### src/rtl/traffic_test_pkg.sv
`default_nettype none
// ============================================================================
// Module      : traffic_test_pkg
// Description : Shared constants and helpers for the traffic test run
//               controller: run-sequencer state encoding and width helpers.
// Revision    : 1.0 - initial release
// ============================================================================
package traffic_test_pkg;

    localparam int c_state_width = 3;

    localparam logic [c_state_width-1:0] c_st_idle  = 3'd0;
    localparam logic [c_state_width-1:0] c_st_clear = 3'd1;
    localparam logic [c_state_width-1:0] c_st_run   = 3'd2;
    localparam logic [c_state_width-1:0] c_st_drain = 3'd3;
    localparam logic [c_state_width-1:0] c_st_done  = 3'd4;

    // Ceiling log2; clog2(1) = 0.
    function automatic int clog2(input int value);
        int result;
        int remaining;
        result    = 0;
        remaining = value - 1;
        while (remaining > 0) begin
            result    = result + 1;
            remaining = remaining >> 1;
        end
        return result;
    endfunction

    // Index width that never collapses to zero bits.
    function automatic int sel_width(input int count);
        return (clog2(count) < 1) ? 1 : clog2(count);
    endfunction

endpackage
`default_nettype wire

### src/rtl/traffic_port_counter.sv
`default_nettype none
// ============================================================================
// Module      : traffic_port_counter
// Description : Per-port beat accounting for one generator/checker pair.
//               Counts accepted generator beats and consumed checker beats
//               against the latched beat target and flags completion and
//               overrun.
// Ports       : clk, rst_n        clock, async active-low reset
//               i_clear           synchronous zeroing of both counters
//               i_tx_inc/i_rx_inc count strobes (already qualified)
//               i_beats           beat target for this run
//               o_tx_cnt/o_rx_cnt counter values
//               o_tx_done         tx_cnt == beats
//               o_rx_done         rx_cnt >= beats
//               o_overrun         rx_cnt >  beats
// Revision    : 1.0 - initial release
// ============================================================================
module traffic_port_counter #(
    parameter int C_COUNT_WIDTH = 32
) (
    input  logic                     clk,
    input  logic                     rst_n,
    input  logic                     i_clear,
    input  logic                     i_tx_inc,
    input  logic                     i_rx_inc,
    input  logic [C_COUNT_WIDTH-1:0] i_beats,
    output logic [C_COUNT_WIDTH-1:0] o_tx_cnt,
    output logic [C_COUNT_WIDTH-1:0] o_rx_cnt,
    output logic                     o_tx_done,
    output logic                     o_rx_done,
    output logic                     o_overrun
);

    localparam logic [C_COUNT_WIDTH-1:0] c_one = C_COUNT_WIDTH'(1);

    logic [C_COUNT_WIDTH-1:0] r_tx_cnt;
    logic [C_COUNT_WIDTH-1:0] r_rx_cnt;

    always_ff @(posedge clk or negedge rst_n) begin
        if (!rst_n) begin
            r_tx_cnt <= '0;
            r_rx_cnt <= '0;
        end else if (i_clear) begin
            r_tx_cnt <= '0;
            r_rx_cnt <= '0;
        end else begin
            // tx increments are gated by gen_enable upstream, so the tx
            // counter stops at the target and cannot wrap.
            if (i_tx_inc) begin
                r_tx_cnt <= r_tx_cnt + c_one;
            end
            // A misbehaving checker may keep reading; hold at all-ones so the
            // overrun verdict cannot be lost to wrap-around.
            if (i_rx_inc && (r_rx_cnt != '1)) begin
                r_rx_cnt <= r_rx_cnt + c_one;
            end
        end
    end

    assign o_tx_cnt  = r_tx_cnt;
    assign o_rx_cnt  = r_rx_cnt;
    assign o_tx_done = (r_tx_cnt == i_beats);
    assign o_rx_done = (r_rx_cnt >= i_beats);
    assign o_overrun = (r_rx_cnt >  i_beats);

endmodule
`default_nettype wire

### src/rtl/traffic_test_ctrl.sv
`default_nettype none
// ============================================================================
// Module      : traffic_test_ctrl
// Description : Run controller for a bank of LFSR frame generator/checker
//               pairs. Clears the pairs, enables masked generators for exactly
//               cfg_beats accepted beats, waits for the checkers to drain and
//               latches a pass/fail verdict.
// Ports       : axi_aclk/axi_resetn        clock, async active-low reset
//               start/abort                host run control pulses
//               cfg_beats/cfg_port_mask/cfg_timeout  run config, sampled at start
//               gen_clear/gen_enable       controls to the gen/check pairs
//               tx_beat/rx_beat/err_count  activity and errors from the pairs
//               busy/done/pass/timeout_flag/fail_mask  run status
//               stat_sel/stat_tx_count/stat_rx_count   registered counter readout
// Revision    : 1.0 - initial release
// ============================================================================
module traffic_test_ctrl
    import traffic_test_pkg::*;
#(
    parameter int C_NUM_PORTS     = 4,
    parameter int C_COUNT_WIDTH   = 32,
    parameter int C_TIMEOUT_WIDTH = 24,
    parameter int C_CLEAR_CYCLES  = 8,
    parameter int C_ERR_WIDTH     = 8
) (
    input  logic                               axi_aclk,
    input  logic                               axi_resetn,
    input  logic                               start,
    input  logic                               abort,
    input  logic [C_COUNT_WIDTH-1:0]           cfg_beats,
    input  logic [C_NUM_PORTS-1:0]             cfg_port_mask,
    input  logic [C_TIMEOUT_WIDTH-1:0]         cfg_timeout,
    output logic                               gen_clear,
    output logic [C_NUM_PORTS-1:0]             gen_enable,
    input  logic [C_NUM_PORTS-1:0]             tx_beat,
    input  logic [C_NUM_PORTS-1:0]             rx_beat,
    input  logic [C_NUM_PORTS*C_ERR_WIDTH-1:0] err_count,
    output logic                               busy,
    output logic                               done,
    output logic                               pass,
    output logic                               timeout_flag,
    output logic [C_NUM_PORTS-1:0]             fail_mask,
    input  logic [sel_width(C_NUM_PORTS)-1:0]  stat_sel,
    output logic [C_COUNT_WIDTH-1:0]           stat_tx_count,
    output logic [C_COUNT_WIDTH-1:0]           stat_rx_count
);

    localparam int c_sel_width = sel_width(C_NUM_PORTS);
    localparam int c_clr_width = sel_width(C_CLEAR_CYCLES);
    localparam logic [c_clr_width-1:0]     c_clr_last = c_clr_width'(C_CLEAR_CYCLES - 1);
    localparam logic [c_clr_width-1:0]     c_clr_one  = c_clr_width'(1);
    localparam logic [C_TIMEOUT_WIDTH-1:0] c_to_one   = C_TIMEOUT_WIDTH'(1);

    // Reset: asserts asynchronously, releases synchronously to axi_aclk.
    logic [1:0] r_rst_sync;
    logic       w_rst_n;

    always_ff @(posedge axi_aclk or negedge axi_resetn) begin
        if (!axi_resetn) begin
            r_rst_sync <= 2'b00;
        end else begin
            r_rst_sync <= {r_rst_sync[0], 1'b1};
        end
    end

    assign w_rst_n = r_rst_sync[1];

    logic [c_state_width-1:0]   r_state;
    logic [c_state_width-1:0]   w_state_nxt;
    logic [C_COUNT_WIDTH-1:0]   r_beats;
    logic [C_NUM_PORTS-1:0]     r_mask;
    logic [C_TIMEOUT_WIDTH-1:0] r_timeout;
    logic [c_clr_width-1:0]     r_clr_cnt;
    logic [C_TIMEOUT_WIDTH-1:0] r_to_cnt;
    logic [C_TIMEOUT_WIDTH-1:0] w_to_next;
    logic                       r_done;
    logic                       r_pass;
    logic                       r_timeout_flag;
    logic [C_NUM_PORTS-1:0]     r_fail_mask;
    logic [C_COUNT_WIDTH-1:0]   r_stat_tx;
    logic [C_COUNT_WIDTH-1:0]   r_stat_rx;

    logic                       w_cnt_clear;
    logic                       w_enter_done;
    logic                       w_timeout_hit;
    logic                       w_rx_active;
    logic                       w_all_tx_done;
    logic                       w_all_rx_done;
    logic [C_NUM_PORTS-1:0]     w_gen_enable;
    logic [C_NUM_PORTS-1:0]     w_tx_done;
    logic [C_NUM_PORTS-1:0]     w_rx_done;
    logic [C_NUM_PORTS-1:0]     w_overrun;
    logic [C_NUM_PORTS-1:0]     w_fail_mask;
    logic [C_COUNT_WIDTH-1:0]   w_tx_cnt [C_NUM_PORTS];
    logic [C_COUNT_WIDTH-1:0]   w_rx_cnt [C_NUM_PORTS];
    logic [C_COUNT_WIDTH-1:0]   w_stat_tx;
    logic [C_COUNT_WIDTH-1:0]   w_stat_rx;

    // Enables are decoded purely from registered state so that no path
    // exists from tx_beat back to gen_enable.
    assign w_gen_enable = (r_state == c_st_run) ? (r_mask & ~w_tx_done) : '0;
    assign w_rx_active  = (r_state == c_st_run) || (r_state == c_st_drain);

    // Unmasked ports count as finished, so an empty mask completes at once.
    assign w_all_tx_done = &(w_tx_done | ~r_mask);
    assign w_all_rx_done = &(w_rx_done | ~r_mask);

    generate
        for (genvar gi = 0; gi < C_NUM_PORTS; gi++) begin : g_port
            traffic_port_counter #(
                .C_COUNT_WIDTH (C_COUNT_WIDTH)
            ) u_port_counter (
                .clk       (axi_aclk),
                .rst_n     (w_rst_n),
                .i_clear   (w_cnt_clear),
                .i_tx_inc  (tx_beat[gi] && w_gen_enable[gi]),
                .i_rx_inc  (rx_beat[gi] && r_mask[gi] && w_rx_active),
                .i_beats   (r_beats),
                .o_tx_cnt  (w_tx_cnt[gi]),
                .o_rx_cnt  (w_rx_cnt[gi]),
                .o_tx_done (w_tx_done[gi]),
                .o_rx_done (w_rx_done[gi]),
                .o_overrun (w_overrun[gi])
            );

            assign w_fail_mask[gi] = r_mask[gi] &&
                                     ((err_count[gi*C_ERR_WIDTH +: C_ERR_WIDTH] != '0) ||
                                      (w_rx_cnt[gi] != r_beats) ||
                                      w_overrun[gi]);
        end
    endgenerate

    assign w_to_next = r_to_cnt + c_to_one;

    always_comb begin
        w_state_nxt   = r_state;
        w_cnt_clear   = 1'b0;
        w_enter_done  = 1'b0;
        w_timeout_hit = 1'b0;
        case (r_state)
            c_st_idle, c_st_done: begin
                if (start) begin
                    w_state_nxt = c_st_clear;
                    w_cnt_clear = 1'b1;
                end
            end
            c_st_clear: begin
                if (r_clr_cnt == c_clr_last) begin
                    w_state_nxt = c_st_run;
                end
            end
            c_st_run: begin
                if (w_all_tx_done) begin
                    w_state_nxt = c_st_drain;
                end
            end
            c_st_drain: begin
                // Successful drain takes precedence over a coincident timeout.
                if (w_all_rx_done) begin
                    w_state_nxt  = c_st_done;
                    w_enter_done = 1'b1;
                end else if ((r_timeout != '0) && (w_to_next == r_timeout)) begin
                    w_state_nxt   = c_st_done;
                    w_enter_done  = 1'b1;
                    w_timeout_hit = 1'b1;
                end
            end
            default: begin
                w_state_nxt = c_st_idle;
            end
        endcase
        if (abort) begin
            w_state_nxt   = c_st_idle;
            w_cnt_clear   = 1'b0;
            w_enter_done  = 1'b0;
            w_timeout_hit = 1'b0;
        end
    end

    always_comb begin
        w_stat_tx = '0;
        w_stat_rx = '0;
        for (int i = 0; i < C_NUM_PORTS; i++) begin
            if (stat_sel == c_sel_width'(i)) begin
                w_stat_tx = w_tx_cnt[i];
                w_stat_rx = w_rx_cnt[i];
            end
        end
    end

    always_ff @(posedge axi_aclk or negedge w_rst_n) begin
        if (!w_rst_n) begin
            r_state        <= c_st_idle;
            r_beats        <= '0;
            r_mask         <= '0;
            r_timeout      <= '0;
            r_clr_cnt      <= '0;
            r_to_cnt       <= '0;
            r_done         <= 1'b0;
            r_pass         <= 1'b0;
            r_timeout_flag <= 1'b0;
            r_fail_mask    <= '0;
            r_stat_tx      <= '0;
            r_stat_rx      <= '0;
        end else begin
            r_state   <= w_state_nxt;
            r_clr_cnt <= (r_state == c_st_clear) ? (r_clr_cnt + c_clr_one) : '0;
            // Counts completed DRAIN cycles; zero on every DRAIN entry.
            r_to_cnt  <= (r_state == c_st_drain) ? w_to_next : '0;

            if (w_cnt_clear) begin
                r_beats        <= cfg_beats;
                r_mask         <= cfg_port_mask;
                r_timeout      <= cfg_timeout;
                r_done         <= 1'b0;
                r_pass         <= 1'b0;
                r_timeout_flag <= 1'b0;
                r_fail_mask    <= '0;
            end

            if (w_enter_done) begin
                r_done         <= 1'b1;
                r_pass         <= (w_fail_mask == '0) && !w_timeout_hit;
                r_timeout_flag <= w_timeout_hit;
                r_fail_mask    <= w_fail_mask;
            end

            if (abort) begin
                r_done <= 1'b0;
            end

            r_stat_tx <= w_stat_tx;
            r_stat_rx <= w_stat_rx;
        end
    end

    assign gen_clear     = (r_state == c_st_idle) || (r_state == c_st_clear);
    assign gen_enable    = w_gen_enable;
    assign busy          = (r_state != c_st_idle) && (r_state != c_st_done);
    assign done          = r_done;
    assign pass          = r_pass;
    assign timeout_flag  = r_timeout_flag;
    assign fail_mask     = r_fail_mask;
    assign stat_tx_count = r_stat_tx;
    assign stat_rx_count = r_stat_rx;

endmodule
`default_nettype wire

### config.mk
export PLATFORM = sky130hd
export DESIGN_NAME = traffic_test_ctrl
export DESIGN_NICKNAME = d
export VERILOG_FILES = /design/src/rtl/traffic_test_pkg.sv /design/src/rtl/traffic_port_counter.sv /design/src/rtl/traffic_test_ctrl.sv
export SDC_FILE = /design/constraint.sdc
export NUM_CORES = 1
export LEC_CHECK = 0
export ABC_AREA = 1
export ABC_CLOCK_PERIOD_IN_PS = 26100
export CORE_MARGIN = 1.5
export CORE_UTILIZATION = 25
export CTS_CLUSTER_DIAMETER = 120
export DETAILED_ROUTE_END_ITERATION = 10
export PLACE_DENSITY_LB_ADDON = 0.3
export SETUP_SLACK_MARGIN = 0.15
export SYNTH_ARGS = -nofsm -noshare
export SYNTH_HDL_FRONTEND = slang
export SYNTH_SLANG_ARGS = --single-unit
### constraint.sdc
create_clock -name axi_aclk -period 26.1 [get_ports axi_aclk]
set_input_delay 3.915 -clock axi_aclk [delete_from_list [all_inputs] [get_ports axi_aclk]]
set_output_delay 3.915 -clock axi_aclk [all_outputs]
set_load 0.01 [all_outputs]
=== After elaboration in Yosys (flattened, before gate mapping) ===
Cells that the tools add are included.

* Flip-flop bits (word level): 419
* Latch bits: 0
* RAM bits: 0
* Bits in read-only memories: 0
* Input bits: 106
* Output and inout bits: 77
* Word-level logic and storage cells: 178
* Memories: 0

* Add/subtract/negate cells: 10
* $mul: 0
* Div/mod/pow operators: 0
* $lt $le $gt $ge: 8
* Eq/ne operators: 26
* Shift-type cells: 0
* Multiplexer cells: 51
* Bitwise logic cells: 5
* Reductions and logical operators: 57

{| class="wikitable"
|+ Operators with widths
! cell !! number
|-
| 32-bit two-way mux || 24
|-
| 32-bit by 1-bit adder with 32-bit output, second input constant || 8
|-
| 32-bit == test || 4
|-
| 32-bit >= comparator || 4
|-
| 32-bit greater-than comparator || 4
|-
| 32-bit inequality test || 4
|-
| 32-bit inequality test, second input constant || 4
|-
| 8-bit nonzero test || 4
|-
| 24-bit by 1-bit adder with 24-bit output, second input constant || 1
|-
| 24-bit == test || 1
|-
| 24-bit two-way mux || 1
|-
| 24-bit nonzero test || 1
|-
| 1-bit logical AND || 23
|-
| 3-bit two-way mux || 7
|-
| 2-bit nonzero test || 9
|-
| 1-bit two-way mux || 15
|-
| 4-bit two-way mux || 3
|-
| 3-bit inequality test, second input constant || 4
|-
| 3-bit one-hot mux with 4 select lines || 1
|-
| 4-bit AND reduction || 3
|-
| 1-bit logical OR || 10
|-
| 4-bit inverter || 2
|-
| 4-bit bitwise OR || 2
|-
| 3-bit by 2-bit == test with 1-bit output, second input constant || 2
|-
| other kinds (13) || 16
|}

=== Logic depth before layout (Yosys ltp) ===
Gate-level depths: netlist of the first run.

* Word-level depth: 10
* Depth in mapped cells: 19
* Mapped depth without buffers: 19

=== Cells and area by module ===
From an unflattened synthesis of the first run, not the netlist that was laid out.

* Cells, all modules: 4612
* Area, all modules: 30948.4 um^2

{| class="wikitable"
|+ By module, submodules not included
! module !! instances !! cells an instance !! area each (um^2)
|-
| traffic_port_counter || 4 || 798 || 5223.8
|-
| traffic_test_ctrl || 1 || 1420 || 10053.4
|}

=== Worst setup path after synthesis of the first run ===
Ideal clock, no wire load.

* Path kind: input to register
* From: input stat_sel[1]
* To: register r_stat_tx[25] (netlist: stat_tx_count[25])
* Library setup time: 130 ps
* Arrival time: 5130 ps
* Data required time: 25970 ps
* Slack: 20841 ps
* Cell stages on the path: 8
* Cell sequence: clkbuf_1 -> nor2_1 -> inv_1 -> clkbuf_1 -> clkbuf_1 -> o22ai_1 -> a21oi_1 -> o21ai_0

* Cells in the longest elaborated chain, start to end: 5
* Elaborated cells between the ends (all ways): 8

{| class="wikitable"
|+ RTL lines
! what !! line !! source
|-
| start: declaration || traffic_test_ctrl.sv:43 || <nowiki>input logic [sel_width(C_NUM_PORTS)-1:0] stat_sel,</nowiki>
|-
| 2-bit logical NOT || traffic_test_ctrl.sv:184 || <nowiki>if (stat_sel == c_sel_width'(i)) begin</nowiki>
|-
| 32-bit two-way mux (3 in series) || traffic_test_ctrl.sv:184 ||
|-
| 32-bit two-way mux * || traffic_test_ctrl.sv:184 ||
|-
| net w_stat_tx[25] || traffic_test_ctrl.sv:96 || <nowiki>logic [C_COUNT_WIDTH-1:0] w_stat_tx;</nowiki>
|-
| end signal: assignment || traffic_test_ctrl.sv:232 || <nowiki>r_stat_tx <= w_stat_tx;</nowiki>
|-
| end: declaration || traffic_test_ctrl.sv:80 || <nowiki>logic [C_COUNT_WIDTH-1:0] r_stat_tx;</nowiki>
|}

Mark *: on every way through the listed nets, which the timed path passes. The rest lies on a longest branch.
A chain may end at the register's enable or synchronous reset.

=== Worst setup path after layout of the first run ===
* From: register r_beats[19]
* To: output gen_enable[0]

* Cells in the longest elaborated chain, start to end: 4

{| class="wikitable"
|+ RTL lines
! what !! line !! source
|-
| start: declaration || traffic_test_ctrl.sv:70 || <nowiki>logic [C_COUNT_WIDTH-1:0] r_beats;</nowiki>
|-
| start signal: assignment || traffic_test_ctrl.sv:212 || <nowiki>r_beats <= cfg_beats;</nowiki>
|-
| 32-bit == test || traffic_port_counter.sv:62 || <nowiki>assign o_tx_done = (r_tx_cnt == i_beats);</nowiki>
|-
| 4-bit inverter || traffic_test_ctrl.sv:101 || <nowiki>assign w_gen_enable = (r_state == c_st_run) ? (r_mask & ~w_tx_done) : '0;</nowiki>
|-
| 4-bit AND || traffic_test_ctrl.sv:101 ||
|-
| 4-bit two-way mux || traffic_test_ctrl.sv:101 ||
|-
| end: declaration || traffic_test_ctrl.sv:34 || <nowiki>output logic [C_NUM_PORTS-1:0] gen_enable,</nowiki>
|}

Every way passes these cells.

==> impl_metrics.yaml, run 1 <==
synthesis:
  synth.area.top_cells: "dfrtp_1 37%, nand2_1 14%, ha_1 6.2%, inv_1 5.5%, nor2_1 5.2%"
  syn_nets: 4173
  synth_seq_cells: 419
  synth_warnings: 0
  yosys.area_share.simple_pct: 31.8
  synth_area_per_cell_um2: 7.19
  synth_compound_area_share_pct: 13.2
  synth_top_area_share_pct: 37.1
  yosysTopAreaCell: "dfrtp_1"
  async_flop_share_pct: 100
  netlist-cell-type-count: 60
  synth_xor_xnor_area_share_pct: 4.31
  synthFlopType: "dfrtp_1"
  synth_edf_count: 0
  synth_top_family_by_area: "simple AND/OR/NAND/NOR gates"
  postSynthCellCount: 3928
  ys_seq_area_share_pct: 37.1
  synthMuxAreaShare_pct: 0
  netlist_area_mm2: 0.0282
  synth-adder-area-share_pct: 6.16
global_routing:
  busiest_layer: "met2"
  grt_max_degree: 152
  use_met1_pct: 28.6
  met2_usage_pct: 36.2
  antenna_found_initial: 3
  grt_pass1_vias: 27600
  grt_pass1_wl_mm: 191
  grt-ovfl-total: 0
  gr-usage-met3_pct: 3.82
  track_usage_pct: 22.4
worst_setup_path:
  critPathArrivalTime_ns: 3.75
  regToRegSetupSlack_ns: 21.90
  cp-start-kind: "register"
  cp-startpoint: "r_beats[19]"
  rr_endpoint: "fail_mask[2]"
  r2r_cells: 17
  r2r-start: "r_beats[31]"
  end_kind: "primary output"
  cp_data_required_time_ns: 22.18
  cp-endpoint: "gen_enable[0]"
  crit_fanout: 5
  path_class: "register to primary output"
cts:
  cts_root_buf: "clkbuf_16"
  cts_resized: 0
  cts_tree: "yes"
  cts_hold_buffers: 0
  numCtsBuffers: 53
  htreeDepth: 2
  clock_latency_ns: 0.65
  post-cts-setup-buffer-count: 0
  cts_buffer_depth: 3
  clock_sinks: 419
  clk_pin_slew_ns: 0.06
timing:
  hold_viol_final: 0
  rsz0062_at_grt: "no"
  skew_ns: 0.0282
  slew_headroom_pct: 7.35
  drv_slew: 0
  period_needed_ns: 7.66
  fin_tns_setup_ns: 0
  setup_violations: 0
  finalCritPeriodShare_pct: 29.4
  worstMarginPinSlew_ns: 1.38
  fmax_mhz: 130
power_and_ir_drop:
  finalPower_w: 0.00242
  p_leak_nw: 13.5
  powerDensity_mw_per_mm2: 72.1
  ir_worst_vdd_mv: 0.0511
die:
  num_rows: 123
  die_area_mm2: 0.115
  die_h_um: 339
  die-width_um: 339
  core-area_mm2: 0.112
  start_util_pct: 25.2
  boundaryPins: 183
place:
  place_congestion: 0.985
  hpwl_mm: 102
  io_buffers: 182
finish:
  drive_above_1_share_pct: 5.08
  nNetsFinal: 4335
  syn2layout_area_growth_pct: 19.0
  fill_cells: 12300
route:
  drtIter0Drc: 2926
  viasPerCell: 5.10
  first_pass_iters: 6
  wl_per_cell_um: 23.4
  drc_errors: 0
  vias: 28700
  postRouteAntennaNets: 0
  drt_wl_total_mm: 132
flow_run:
  maxCapViolations: 0
hold_path:
  holdCritPathClass: "register to async pin"
status:
  outcome: "finished, final reports clean"
## state kept, by name (all words and copies together), names as in the netlist, 24 cells and up
register,cells
r_timeout,24
r_to_cnt,24
stat_tx_count,32
r_beats,32
g_port.u_port_counter.o_rx_cnt,128
g_port.u_port_counter.o_tx_cnt,128
stat_rx_count,32
## per-layer routing
layer  up-vias  wire length, um
li1      13500                -
met1     13700            54700
met2      1230            59600
met3       293             9710
met5         -               13
met4         2             8020
## stage by stage
step,hold slack (ns),instances,utilization (%),setup slack (ns),area (um2)
finish,0.309,5632,30.0,18.44,33600
CTS,0.332,5631,29.9,18.58,33600
global route,0.341,5631,29.9,18.45,33600
global placement,0.322,5535,28.3,19.07,31700
floorplan,0.331,3928,-,13.56,28200
detailed placement,0.328,5535,28.3,19.02,31700
## worst max-delay path, stage by stage (launching register included)
cell	delay (ns)
dfrtp_1	0.68
inv_1	0.48
buf_4	0.33
nand2_1	0.08
nand4_1	0.10
nor2_1	0.09
nand2_1	0.08
nor2_1	0.20
nand2_1	0.14
nand2_1	0.28
nor2_1	0.11
clkdlybuf4s50_1	0.51
## cell type report
| class | count | area (um2) | share of cell area (%) |
|---|---|---|---|
| clock inverter | 20 | 303 | 0.901 |
| timing repair buffer | 207 | 2020 | 6.02 |
| inverter | 436 | 1640 | 4.89 |
| antenna | 1 | 2.50 | 0.00745 |
| sequential | 419 | 10500 | 31.2 |
| clock buffer | 76 | 1560 | 4.65 |
| multi-input combinational | 2973 | 15700 | 46.7 |
| tap | 1500 | 1880 | 5.59 |
## kinds of logic (layout without fill, tap and decap cells)
logic type	count (synthesis)	after routing
xor gates and xnor gates	134	134
DFF	419	419
other	1	2
AOI/OAI and AO/OA	652	652
adders and majority gates	139	139
and+or+nand+nor	2047	2047
buffers and inverters	536	739
## report_power, final
| part | total, W | leakage, nW | switching (W) | internal, W |
|---|---|---|---|---|
| Clock | 0.000809 | 0.920 | 0.000325 | 0.000484 |
| Sequential | 0.000841 | 5.74 | 0.000128 | 0.000712 |
| Combinational | 0.000775 | 6.85 | 0.000549 | 0.000226 |
| Total | 0.00242 | 13.5 | 0.00100 | 0.00142 |
## Yosys cell counts, types with 10 or more instances
library cell	count
o21ai_1	18
nor3_2	12
nand3_1	138
nand2_1	1067
nand4_1	149
nand2_2	18
nor2_2	11
clkbuf_1	62
nand3b_1	10
nor3_1	162
nor2_1	389
buf_2	19
a221oi_1	13
inv_2	18
o21ai_0	244
inv_1	417
o21a_1	18
nor4_1	51
o22ai_1	45
o31ai_1	76
xnor2_1	52
ha_1	139
a21oi_1	203
xor2_1	79
dfrtp_1	419
## worst min path at each step
stage | startpoint | end | slack, ns
2_1_floorplan | r_rst_sync[0] | r_rst_sync[1] | 0.33
3_3_place_gp | r_rst_sync[1] | g_port[1].u_port_counter.o_rx_cnt[5] | 0.32
3_5_place_dp | r_rst_sync[1] | g_port[1].u_port_counter.o_rx_cnt[5] | 0.33
4_1_cts | r_rst_sync[1] | g_port[2].u_port_counter.o_rx_cnt[27] | 0.33
5_1_grt | r_rst_sync[1] | g_port[2].u_port_counter.o_tx_cnt[5] | 0.34
6_report | r_rst_sync[1] | g_port[1].u_port_counter.o_rx_cnt[5] | 0.31
## cells in the final DEF (no fill, tap or decap), types with 24 or more instances in the layout
cell type,instances
dfrtp_1,418
nor4_1,51
xnor2_1,52
nand4_1,149
xor2_1,79
nor3_1,162
nand2_1,1066
o31ai_1,76
clkbuf_16,53
nand3_1,138
o22ai_1,45
ha_1,139
o21ai_0,244
buf_4,24
inv_1,417
nor2_1,387
clkdlybuf4s50_1,182
a21oi_1,203
Note: power is estimated with default switching activity, not from simulation.
==> run 2: changes to the inputs <==
ABC_CLOCK_PERIOD_IN_PS = 6200   (was 26100)
clock period = 6.2 ns   (was 26.1 ns; I/O delays follow)
==> run 2 against run 1 <==
Compared with the run above:
- clock skew decreased by 0.00058 ns
- critical endpoint unchanged
- power rose to 4.2 times the previous value
- sequential share of layout area shrank 0.070 points
- via count rose by 1.6%
- clock power rose to 4.4 times the previous value
- combinational power grew to 4.1 times the previous value
- largest power group is now clock
- final area increased by 0.22%
- clock-buffer cell count shrank 11
==> impl_metrics.yaml, run 2 (synthesized netlist as in run 1, its figures left out) <==
cts:
  clock_sinks: 419
  cts_tree: "yes"
  clk_pin_slew_ns: 0.06
  cts_buffer_depth: 3
  clock_latency_ns: 0.65
  post-cts-setup-buffer-count: 0
  cts_root_buf: "clkbuf_16"
  cts_hold_buffers: 0
  cts_resized: 0
  htreeDepth: 2
  numCtsBuffers: 52
route:
  drc_errors: 0
  vias: 29200
  viasPerCell: 5.18
  postRouteAntennaNets: 0
  wl_per_cell_um: 23.7
  drtIter0Drc: 2823
  first_pass_iters: 7
  drt_wl_total_mm: 134
worst_setup_path:
  crit_fanout: 8
  path_class: "register to primary output"
  r2r-start: "r_beats[22]"
  rr_endpoint: "timeout_flag"
  critPathArrivalTime_ns: 3.47
  r2r_cells: 16
  regToRegSetupSlack_ns: 2.27
  cp_data_required_time_ns: 5.27
  end_kind: "primary output"
  cp-startpoint: "r_beats[19]"
  cp-start-kind: "register"
finish:
  fill_cells: 12300
  finalCoreUtilization_pct: 30.0
  seq_area_mm2: 0.0105
  drive_above_1_share_pct: 5.16
  mostFrequentLayoutCell: "nand2_1"
  fin_cells: 5631
  mostFrequentLayoutCells: "1066 x nand2_1, 418 x dfrtp_1, 417 x inv_1"
  multi_input_area_mm2: 0.0157
  nNetsFinal: 4331
  syn2layout_area_growth_pct: 19.2
timing:
  worstMarginPinSlew_ns: 1.09
  fmax_mhz: 227
  drv_slew: 0
  rsz0062_at_grt: "no"
  slew_headroom_pct: 27.6
  setup_slack_ns: 1.80
  skew_ns: 0.0276
  hold_viol_final: 0
  period_needed_ns: 4.40
  setup_violations: 0
  finalCritPeriodShare_pct: 71.0
  fin_tns_setup_ns: 0
die:
  die_h_um: 339
  die-width_um: 339
  start_util_pct: 25.2
  boundaryPins: 183
  num_rows: 123
  die_area_mm2: 0.115
  core-area_mm2: 0.112
global_routing:
  track_usage_pct: 22.7
  grt_pass1_wl_mm: 194
  use_met1_pct: 29.5
  grt_max_degree: 148
  antenna_found_initial: 8
  grt-ovfl-total: 0
  grt_pass1_vias: 28100
  gr-usage-met3_pct: 3.50
  met2_usage_pct: 36.6
  busiest_layer: "met2"
hold_path:
  min_to: "r_rst_sync[1]"
  hold_depth: 0
  holdCritPathClass: "register to register"
  worstHoldStart: "r_rst_sync[0]"
power_and_ir_drop:
  p_leak_nw: 13.5
  ir_worst_vdd_mv: 0.238
  powerDensity_mw_per_mm2: 304
place:
  numPlacedInstances: 5532
  place_congestion: 0.976
  io_buffers: 182
  hpwl_mm: 104
  dp_slack_ns: 2.49
flow_run:
  maxCapViolations: 0
status:
  outcome: "finished, final reports clean"
run 2: cell count changes in the layout (fill, tap and decap cells not counted), moves of 2 or more:
cell       change
buf_4          -4
clkinv_2       +8
inv_6          -2
bufinv_16      +5
clkbuf_1       -4
clkbuf_8       -8
run 2: cell type report:
class / count / share of cell area (%)
Antenna cell: 1 / 0.00743
Clock buffer: 65 / 4.34
Clock inverter: 33 / 1.45
Inverter: 436 / 4.87
Multi-Input combinational cell: 2973 / 46.6
Sequential cell: 419 / 31.1
Tap cell: 1500 / 5.57
Timing Repair Buffer: 204 / 5.97
run 2: how the worst max path moves through the flow:
stage / slack [ns] / cells past startpoint / end
6_report: 1.80 / 10 / gen_enable[0]
5_1_grt: 1.79 / 10 / gen_enable[2]
4_1_cts: 1.85 / 10 / gen_enable[2]
3_5_place_dp: 2.49 / 16 / pass
3_3_place_gp: 2.50 / 16 / fail_mask[0]
2_1_floorplan: 2.09 / 0 / done
run 2: metal layers:
| layer | wire length, um | share of wire, % | up-vias |
|---|---|---|---|
| met5 | 41 | 0.031 | - |
| met4 | 7200 | 5.4 | 6 |
| met3 | 9580 | 7.2 | 298 |
| met2 | 60500 | 45 | 1296 |
| met1 | 56300 | 42 | 14100 |
| li1 | - | - | 13500 |
run 2: power breakdown:
part | total, W | switching [W] | internal, W
logic | 0.00314 | 0.00220 | 0.000939
registers | 0.00352 | 0.000522 | 0.00300
clock network | 0.00357 | 0.00140 | 0.00217
total | 0.0102 | 0.00412 | 0.00611
run 2: critical path, stage by stage, from the launching register on:
cell	delay, ns
dfrtp_1	0.63
inv_1	0.48
nand2_1	0.18
nand4_1	0.12
nor2_1	0.10
nand2_1	0.07
nor2_1	0.25
nand2_1	0.11
nand2_1	0.26
nor2_1	0.11
clkdlybuf4s50_1	0.52
run 2: through the flow:
stage,area [um2],total power [W],hold slack (ns)
floorplan,28200,0.00521,0.331
global placement,31700,0.00662,0.336
detailed placement,31700,0.00663,0.339
CTS,33700,0.0102,0.353
global route,33700,0.0107,0.364
finish,33700,0.0102,0.350
